===== config.mk =====
export PLATFORM = sky130hd
export DESIGN_NAME = rr_encoder32x5
export DESIGN_NICKNAME = d
export VERILOG_FILES = /design/src/rtl/rr_encoder32x5_pkg.sv /design/src/rtl/rr_encoder32x5_pick.sv /design/src/rtl/rr_encoder32x5.sv
export SDC_FILE = /design/constraint.sdc
export NUM_CORES = 1
export LEC_CHECK = 0
export ABC_AREA = 1
export ABC_CLOCK_PERIOD_IN_PS = 3690
export BUFFER_PORTS_ARGS = -buffer_cell sky130_fd_sc_hd__buf_2
export CORE_ASPECT_RATIO = 0.7
export CORE_MARGIN = 8
export CORE_UTILIZATION = 52
export DETAILED_ROUTE_END_ITERATION = 8
export MAX_ROUTING_LAYER = met4
export PLACE_DENSITY = 0.85
export SLEW_MARGIN = 10
export SYNTH_ARGS = -nofsm -noshare
export SYNTH_HDL_FRONTEND = slang
export SYNTH_SLANG_ARGS = --single-unit

===== constraint.sdc =====
create_clock -name clk -period 3.69 [get_ports clk]
set_input_delay 0 -clock clk [delete_from_list [all_inputs] [get_ports clk]]
set_output_delay 0 -clock clk [all_outputs]
set_load 0.01 [all_outputs]

===== src/rtl/rr_encoder32x5_pkg.sv =====
// Shared constants and result type for the round-robin request encoder.
// Default sizes, FSM state encodings and the registered result layout.
package rr_encoder32x5_pkg;
  localparam int N_DEF = 32;
  localparam int W_DEF = 5;

  localparam logic ST_EMPTY = 1'b0;
  localparam logic ST_FULL  = 1'b1;

  typedef struct packed {
    logic [W_DEF-1:0] idx;
    logic             multi;
  } res_t;
endpackage


===== src/rtl/rr_encoder32x5_pick.sv =====
// Circular first-one search starting at ptr, done as a double-width scan.
// The upper copy of req supplies the wrapped candidates below ptr.
module rr_pick #(
  parameter int N = 32,
  parameter int W = 5
) (
  input  logic [N-1:0] req,
  input  logic [W-1:0] ptr,
  output logic [W-1:0] g,
  output logic         found,
  output logic         multi
);
  logic [N-1:0]   mask;
  logic [2*N-1:0] dbl;
  logic [W:0]     idx;

  always_comb begin
    mask  = ~((N'(1) << ptr) - N'(1));
    dbl   = {req, req & mask};
    idx   = '0;
    // Scan downward so the lowest set bit is the last one written.
    for (int i = 2*N-1; i >= 0; i--) begin
      if (dbl[i]) idx = (W+1)'(i);
    end
    g     = idx[W-1:0];
    found = |req;
    multi = |(req & (req - N'(1)));
  end
endmodule


===== src/rtl/rr_encoder32x5.sv =====
// Registered round-robin request encoder with valid/ready on both sides.
// Holds the EMPTY/FULL state, the rotating pointer and the result register.
import rr_encoder32x5_pkg::*;

module rr_encoder32x5 (
  input  logic             clk,
  input  logic             rst_n,
  input  logic             enable,
  input  logic [N_DEF-1:0] REQ,
  input  logic             req_valid,
  output logic             req_ready,
  output logic [W_DEF-1:0] OUT,
  output logic             MULTI,
  output logic             out_valid,
  input  logic             out_ready
);
  localparam int N = N_DEF;
  localparam int W = W_DEF;

  logic         state;
  logic [W-1:0] ptr;
  res_t         res;
  logic [W-1:0] g;
  logic         found;
  logic         multi;
  logic         accept;
  logic         load;

  rr_pick #(.N(N), .W(W)) u_pick (
    .req   (REQ),
    .ptr   (ptr),
    .g     (g),
    .found (found),
    .multi (multi)
  );

  assign out_valid = (state == ST_FULL);
  assign req_ready = !out_valid || out_ready;
  assign accept    = req_valid && req_ready;
  // Zero or disabled vectors are consumed without touching ptr or the result.
  assign load      = accept && enable && found;

  always_ff @(posedge clk or negedge rst_n) begin
    if (!rst_n) begin
      state <= ST_EMPTY;
      ptr   <= '0;
      res   <= '0;
    end else if (load) begin
      res   <= '{idx: g, multi: multi};
      ptr   <= g + W'(1);
      state <= ST_FULL;
    end else if (out_valid && out_ready) begin
      state <= ST_EMPTY;
    end
  end

  assign OUT   = res.idx;
  assign MULTI = res.multi;
endmodule


=== Yosys cells after proc, flatten, opt, wreduce, memory -nomap -nowiden ===
Cells that the tools add are included.
Widths: inputs -> output; s select.

* Input port bits: 37
* Register bits after elaboration: 12
* Word-level logic and storage cells: 86
* Output and inout bits: 8

* Bitwise operators: 3
* Add/sub/neg operators: 3
* Multiplexer cells: 66
* Reduce and logical (&&, ||, !) cells: 9
* Shift-type cells: 1

{| class="wikitable"
|+ Operator list
! operator !! number
|-
| $mux 5 || 64
|-
| $and 32x32->32 || 2
|-
| $reduce_or 32->1 || 2
|-
| $not 32->32 || 1
|-
| $shl 1x5->32 const A || 1
|-
| $sub 32x1->32 const B || 1
|-
| $sub 32x2->32 const B || 1
|-
| $add 5x1->5 const B || 1
|-
| $logic_and 1x1->1 || 4
|-
| $mux 1 || 2
|-
| $reduce_bool 2->1 || 1
|-
| $logic_not 1->1 || 1
|-
| $logic_or 1x1->1 || 1
|}

=== Logic depth before layout (Yosys ltp) ===
Gate-level depths: netlist of the first run.

* Depth in word-level cells: 65
* Gate-level depth with buffers: 64

=== Modules after synthesis ===
Synthesis of the first run repeated with hierarchy kept, for this count alone.

* Cell total of the unflattened synthesis: 463
* Area total of the unflattened synthesis: 2434.8 um^2

{| class="wikitable"
|+ Modules (own cells, without submodules)
! module !! area an instance (um^2) !! times used !! cells an instance
|-
| rr_pick || 1881.8 || 1 || 400
|-
| rr_encoder32x5 || 553.0 || 1 || 63
|}

=== Worst setup path before layout of the first run ===
No wires, ideal clock.

* Kind: register to register
* Start point: register ptr[2]
* End point: register ptr[4]
* Path slack: -198 ps
* Library setup time: 135 ps
* Clock period less this slack: 3888 ps
* Required time: 3555 ps
* Cell stages (with the launch flop): 49
* Arrival: 3753 ps
* Cells stage by stage: dfrtp_1 inv_2 nand2_1 nor2_1 inv_1 ha_1 nand4_2 inv_2 nand3_2 inv_2 nand3_2 inv_2 nand2_2 inv_2 nand2_4 nor3_4 nand2_2 o21ai_1 [... 13 more ...] nand2_1 nand2_1 nand2_1 nand2_1 nand2_1 nand2_1 nand2_1 nand2_1 nand2_1 nand2_1 nand2_2 nand2_2 inv_1 ha_1 inv_1 nor3_1 xor2_1 o21ai_0

* Cells in the longest elaborated chain, start to end: 37

{| class="wikitable"
|+ Ends and longest elaborated chain
! item !! line !! RTL
|-
| start, declared || rr_encoder32x5.sv:21 || <nowiki>logic [W-1:0] ptr;</nowiki>
|-
| start signal, assigned || rr_encoder32x5.sv:50 || <nowiki>ptr <= g + W'(1);</nowiki>
|-
| $shl 1x5->32 (*) || rr_encoder32x5_pick.sv:18 || <nowiki>mask = ~((N'(1) << ptr) - N'(1));</nowiki>
|-
| $sub 32x2->32 (*) || rr_encoder32x5_pick.sv:18 ||
|-
| $not 32->32 (*) || rr_encoder32x5_pick.sv:18 ||
|-
| $and 32x32->32 (*) || rr_encoder32x5_pick.sv:19 || <nowiki>dbl = {req, req & mask};</nowiki>
|-
| $mux 5 (31 in a row) || rr_encoder32x5_pick.sv:23 || <nowiki>if (dbl[i]) idx = (W+1)'(i);</nowiki>
|-
| $mux 5 (*) || rr_encoder32x5_pick.sv:23 ||
|-
| named net g[0] || rr_encoder32x5.sv:23 || <nowiki>logic [W-1:0] g;</nowiki>
|-
| $add 5x1->5 (*) || rr_encoder32x5.sv:50 ||
|}

Mark *: on every way through the listed nets, which the timed path passes. The rest lies on a longest branch.
A chain may end at the register's enable or synchronous reset.

=== Worst setup path in the final report of the first run ===
* Start point: register ptr[0]
* End point: register ptr[2]

The elaborated chain is that of the path after synthesis.

==> results of run 1 <==
## kinds of logic after synthesis
logic type | after synthesis | share of synthesized area
simple gates | 300 | 0.522
xor+xnor | 1 | 0.00359
compound gates | 74 | 0.178
fa+ha+maj | 3 | 0.0144
flops | 12 | 0.123
buf+inv | 101 | 0.159
## path summary, 6_finish.rpt
path / cells after the start / endpoint / startpoint / slack [ps]
max in group asynchronous: 2 / ptr[3] / rst_n / 3270
min: 4 / out_valid / out_ready / 110
min reg2reg: 2 / OUT[4] / OUT[4] / 510
min in group asynchronous: 2 / out_valid / rst_n / 170
max reg2reg: 51 / ptr[2] / ptr[0] / -740
max: 51 / ptr[2] / ptr[0] / -740
## sequential cells by signal, summed over array words and instances, names as in the netlist
register / cells
OUT: 5
ptr: 5
out_valid: 1
MULTI: 1
## layout make-up
cell class	count	area share
clock buffer	3	0.0117
inverter	98	0.106
multi-input combinational	378	0.523
sequential	12	0.0866
tap	57	0.0202
timing repair buffer	132	0.253
## Yosys cell counts, types with 3 or more instances
| master | instances | area [um2] |
|---|---|---|
| nand2_1 | 131 | 492 |
| nor2_1 | 114 | 428 |
| inv_1 | 86 | 323 |
| o21ai_0 | 27 | 135 |
| a21oi_1 | 19 | 95.1 |
| nand3_1 | 14 | 70.1 |
| dfrtp_1 | 12 | 300 |
| inv_2 | 10 | 37.5 |
| nand4_1 | 10 | 62.6 |
| nor3_1 | 10 | 50.1 |
| a31oi_1 | 6 | 37.5 |
| nand2_2 | 6 | 37.5 |
| o21ai_1 | 4 | 20.0 |
| a211oi_1 | 3 | 22.5 |
| nor4_1 | 3 | 18.8 |
| o2111ai_1 | 3 | 26.3 |
| o22ai_1 | 3 | 18.8 |
## cell usage in the layout, fill, tap and decap left out, types with 2 or more instances in the layout
| cell | instances |
|---|---|
| nand2_1 | 125 |
| nor2_1 | 108 |
| buf_4 | 85 |
| inv_1 | 83 |
| buf_2 | 44 |
| o21ai_0 | 25 |
| a21oi_1 | 18 |
| nand3_1 | 13 |
| inv_2 | 11 |
| nand2_2 | 10 |
| nand4_1 | 10 |
| dfrtp_1 | 8 |
| nor3_1 | 8 |
| a31oi_1 | 6 |
| o21ai_1 | 5 |
| nor2_2 | 5 |
| nand2_4 | 4 |
| dfrtp_2 | 4 |
| o2111ai_1 | 3 |
| nor4_1 | 3 |
| nand3_2 | 3 |
| o22ai_1 | 3 |
| a211oi_1 | 3 |
| clkbuf_8 | 3 |
| o21bai_1 | 2 |
| inv_4 | 2 |
| nor3_4 | 2 |
| a2111oi_0 | 2 |
| nor2_4 | 2 |
| buf_6 | 2 |
## power by group through the flow
stage / logic (mW) / clock network [mW] / registers, mW
after floorplan: 1.06 / 0 / 0.218
after global placement: 1.74 / 0 / 0.216
after detailed placement: 1.77 / 0 / 0.223
after CTS: 2.06 / 0.124 / 0.233
after global routing: 2.62 / 0.131 / 0.246
final: 2.46 / 0.128 / 0.245
## stage by stage
stage                     area, um2  instances  TNS (ps)  total power [mW]
final                          3530        680     -4000              2.84
after global routing           3530        680     -6420              3.00
after CTS                      3420        671      -867              2.42
after detailed placement       3210        655     -1320              2.00
after global placement         3210        655      -666              1.96
after floorplan                2440        491      -133              1.28
## worst max-delay path, delay by kind of cell, from the launching register on
kind | cells | cell delay, ps
fa+ha+maj | 1 | 160
buf+inv | 9 | 680
compound gates | 4 | 610
simple gates | 37 | 2420
flops | 1 | 440
## routing by layer
layer  GRT usage  up-vias
met5           -        -
met4       0.120        0
met3      0.0804       58
met2       0.427      296
met1       0.385     1662
li1            -     1822
## timing repair
item	4_1_cts	5_1_grt
resized for setup	25	11
endpoints found under the hold margin	12	0
hold buffers	1	0
pin swaps	7	12
endpoints found under the setup margin	6	8
setup buffers	15	9
==> metrics.md, run 1 <==
| Metric | Value |
|---|---|
| Leakage | 1.93 nW |
| Initial antenna violation count | 0 |
| Fmax | 226 MHz |
| Hold WS | 106 ps |
| PortBufs | 44 |
| Drt wl/cell | 16.0 um |
| CTS Sinks | 12 |
| Synth cell types | 41 |
| Pint | 1.38 mW |
| CTS H-Tree Depth | 1 |
| Synth Register Bits | 12 |
| Placer Congestion | 1.03 |
| Final Max Slew Viols | 0 |
| Largest buffer count on any clock path | 2 |
| Height of the die | 73.3 um |
| Async SR Flop Fraction | 1.00 |
| Post-Syn Nets | 530 |
| Ys Warns | 0 |
| Worst setup SP type | flip-flop |
| Post-DP HPWL | 8250 um |
| Met1 wire length | 4610 um |
| Reg area | 305 um2 |
| Share of cells above drive strength 1 | 0.300 |
| PwrDens | 805 nW/um2 |
| Synth Area per Inst | 4.96 um2 |
| Fin crit share | 1.20 |
| Post-layout util | 0.758 |
| Synth Instances | 491 |
| Largest net degree at the start of global routing | 14 |
| Global-route wire length before repair | 16,600 um |
| Row Count | 21 |
| Clk_lat worst skew | 250 ps |
| GRT Total Usage | 0.297 |
| Met3 wire len | 1490 um |
| CTS tree | yes |
| DR vias/cell | 5.64 |
| Failing checks | negative setup slack |
| Most used DFF post-synth | dfrtp_1 |
| Most used cell, CP | nand2_1 |
| Initial DRC count | 497 |
| Clock power share | 0.045 |
| Hold WC Path Type | in2reg |
| TritonRoute pass-1 iters | 6 |
| Worst-path clk slew | 60 ps |
| Critical path type | reg2reg |
| Combinational power share | 0.869 |
| Slew Limit Headroom | 0.621 |
| Multi-input logic area | 1840 um2 |
| DRT Wirelength | 10,900 um |
| TritonCTS Buffers | 3 |
| Fill cell count | 378 |
| Vias | 3,838 |
| Setup Skew | 3.76 ps |
| Max FO, Critical Path | 4 |
| Initial cell density of the core | 0.524 |
| Worst-margin pin slew | 563 ps |
| Maxcap violations | 0 |
| Max incr delay on CP | 440 ps |
| Flop pwr share | 0.086 |
| Hold Vio Cnt, Final | 0 |
| Root Driver | clkbuf_8 |
| Placement Setup Slack | -478 ps |
| Die area | 7170 um2 |
| Cell area after synthesis | 2440 um2 |
| Syn-to-layout area delta | 44.7% |
| Outcome | finished, violations left |
| Data required time at the worst endpoint | 3850 ps |
| Setup violations, final | 8 |
| Fin crit period | 4430 ps |
| Number of synthesized flops with an enable pin | 0 |
| NumNets Final | 664 |
| N_diodes | 0 |
| WP data arrival | 4580 ps |
| Slowest stage cell, crit path | dfrtp_1 |
| Detail Route Antenna Nets | 0 |
| Sequential share of the synthesized area | 0.123 |
| Vias in the first global route | 3,455 |
| GRT Residual Overflow | 0 |
| Worst Setup End Kind | flip-flop |
| Net switching power | 1.46 mW |
| # DRC | 0 |
| RSZ-0062 raised after global routing | true |
| Top sig layer | met4 |
| Die width | 97.8 um |
| Sw frac | 0.515 |
| WL met2 | 4250 um |
| IO Count | 45 |
| Core Area | 4650 um2 |
| Peak supply drop | 0.790 mV |
| Post-route setup slack | -735 ps |
No activity file was read; power rests on OpenSTA's default activity.
==> inputs of run 2 (changes only) <==
Settings changed: ABC_CLOCK_PERIOD_IN_PS 3690 to 5400, CORE_UTILIZATION 52 to 62, PLACE_DENSITY 0.85 to 0.95.
Clock period 3.69 ns to 5.4 ns, I/O delays scaled along.
==> run 2 against run 1 <==
Combinational power is 60% lower. Fmax decreased by 5.8%. Cell area shrank 21%. Non-clock buffer count decreased by 86. Worst setup slack better by 1400 ps. First-iteration DRC count fell by 29%. The flow now finishes without violations. Sequential share of layout area increased by 2.2 points. Power shrank 56%. Critical path type unchanged. Core utilization down 3.7 points. Worst hold slack got worse by 14 ps.
==> metrics.md, run 2 (synthesis results as in run 1) <==
| Metric | Value |
|---|---|
| Vias in the first global route | 2,881 (was 3,455) |
| Slew Limit Headroom | 0.624 (was 0.621) |
| Detail Route Antenna Nets | 0 (unchanged) |
| Die width | 90.9 um (was 97.8 um) |
| Share of cells above drive strength 1 | 0.141 (was 0.300) |
| Hold WS | 92.0 ps (was 106 ps) |
| Most frequent cells in the layout | nand2_1, nor2_1, inv_1, buf_2, o21ai_0 (was nand2_1, nor2_1, buf_4, inv_1, buf_2) |
| Post-CTS setup buffer count | 0 (was 15) |
| Outcome | completed (was finished, violations left) |
| NumNets Final | 578 (was 664) |
| Data required time at the worst endpoint | 5530 ps (was 3850 ps) |
| CTS H-Tree Depth | 1 (unchanged) |
| Fmax | 213 MHz (was 226 MHz) |
| Vias | 3,314 (was 3,838) |
| Setup Skew | 3.56 ps (was 3.76 ps) |
| Fin crit period | 4700 ps (was 4430 ps) |
| Core Area | 3850 um2 (was 4650 um2) |
| Largest buffer count on any clock path | 2 (unchanged) |
| Slowest stage cell, crit path | dfrtp_1 (unchanged) |
| Height of the die | 68.5 um (was 73.3 um) |
| Post-layout util | 0.721 (was 0.758) |
| Tot Pwr | 1.24 mW (was 2.84 mW) |
| R2R Setup Slk | 700 ps (was -740 ps) |
| Setup TNS | 0 ps (was -4000 ps) |
| Global-route wire length before repair | 13,800 um (was 16,600 um) |
| Most common cell after layout, fill and taps aside | nand2_1 (unchanged) |
| Post-DP HPWL | 7250 um (was 8250 um) |
| Clk_lat worst skew | 250 ps (about the same) |
| Hold Vio Cnt, Final | 0 (unchanged) |
| PortBufs | 44 (unchanged) |
| Largest net degree at the start of global routing | 15 (was 14) |
| Placer Congestion | 1.01 (was 1.03) |
| Hold WC Path Type | in2reg (unchanged) |
| Syn-to-layout area delta | 13.9% (was 44.7%) |
| Initial antenna violation count | 0 (unchanged) |
| Worst setup SP type | flip-flop (unchanged) |
| Fill cell count | 374 (was 378) |
| Max incr delay on CP | 480 ps (was 440 ps) |
| Peak supply drop | 0.479 mV (was 0.790 mV) |
| N_diodes | 0 (unchanged) |
| DR vias/cell | 5.62 (was 5.64) |
| CTS Sinks | 12 (unchanged) |
| Initial cell density of the core | 0.633 (was 0.524) |
| Setup violations, final | 0 (was 8) |
| Critical path type | reg2reg (unchanged) |
| Worst-path clk slew | 60 ps (about the same) |
| Max FO, Critical Path | 8 (was 4) |
| Leakage | 1.51 nW (was 1.93 nW) |
| # DRC | 0 (unchanged) |
| IO Count | 45 (unchanged) |
| Resized Gates After CTS | 0 (was 25) |
| TritonRoute pass-1 iters | 5 (was 6) |
| TritonCTS Buffers | 3 (unchanged) |
| Worst Setup End Kind | flip-flop (unchanged) |
| Fin crit share | 0.870 (was 1.20) |
| Root Driver | clkbuf_8 (unchanged) |
| WP data arrival | 4820 ps (was 4580 ps) |
| Worst-margin pin slew | 559 ps (was 563 ps) |
| Initial DRC count | 352 (was 497) |
| Row Count | 19 (was 21) |
| PwrDens | 445 nW/um2 (was 805 nW/um2) |
| Most used cell, CP | nand2_1 (unchanged) |
| GRT Total Usage | 0.283 (was 0.297) |
| Die area | 6230 um2 (was 7170 um2) |
| RSZ-0062 raised after global routing | false (was true) |
| GRT Residual Overflow | 0 (unchanged) |
| Maxcap violations | 0 (unchanged) |
| CTS tree | yes (unchanged) |
| Final Max Slew Viols | 0 (unchanged) |
| Drt wl/cell | 14.6 um (was 16.0 um) |
| DRT Wirelength | 8590 um (was 10,900 um) |
run 2: stage by stage:
step	setup slack [ps]	cell area [um2]	cells
final	703	2780	590
after global routing	170	2780	590
after CTS	823	2780	590
after detailed placement	847	2710	585
after global placement	1040	2710	585
after floorplan	1510	2440	491
run 2: power breakdown:
part / leakage, nW / switching (mW) / internal, mW / total, mW
Combinational: 1.33 / 0.668 / 0.305 / 0.973
Sequential: 0.146 / 0.0392 / 0.120 / 0.159
Clock: 0.0288 / 0.0385 / 0.0646 / 0.103
Total: 1.51 / 0.746 / 0.490 / 1.24
run 2: worst max-delay path, delay by kind of cell, from the launching register on:
family / cells / cell delay (ps)
compound gates: 2 / 240
xor+xnor: 1 / 160
simple gates: 35 / 2590
buf+inv: 8 / 660
fa+ha+maj: 2 / 420
flops: 1 / 480
run 2: worst paths after layout:
path,startpoint,to,cells after the start
worst max-delay path,ptr[2],ptr[4],48
worst min-delay path,REQ[29],MULTI,3
worst max register to register,ptr[2],ptr[4],48
worst min register to register,OUT[2],OUT[2],2
max in group asynchronous,rst_n,ptr[1],2
min in group asynchronous,rst_n,OUT[2],2
run 2: cell type report:
type                            instances  area (um2)  area share
Tap cell                               52        65.1      0.0234
Sequential cell                        12         300       0.108
Timing Repair Buffer                   46         238      0.0856
Inverter                               98         369       0.133
Clock buffer                            4        55.1      0.0198
Multi-Input combinational cell        378        1750       0.630
run 2: metal layers:
| layer | GRT usage | wire, um |
|---|---|---|
| met1 | 0.392 | 4050 |
| met2 | 0.415 | 3470 |
| met3 | 0.0548 | 965 |
| met4 | 0.0609 | 112 |
| met5 | - | 0 |
run 2: repair_timing:
| action | in CTS | in global routing |
|---|---|---|
| hold buffers | 1 | 0 |
| hold endpoints to repair | 12 | 0 |
| endpoints found under the setup margin | 0 | 0 |
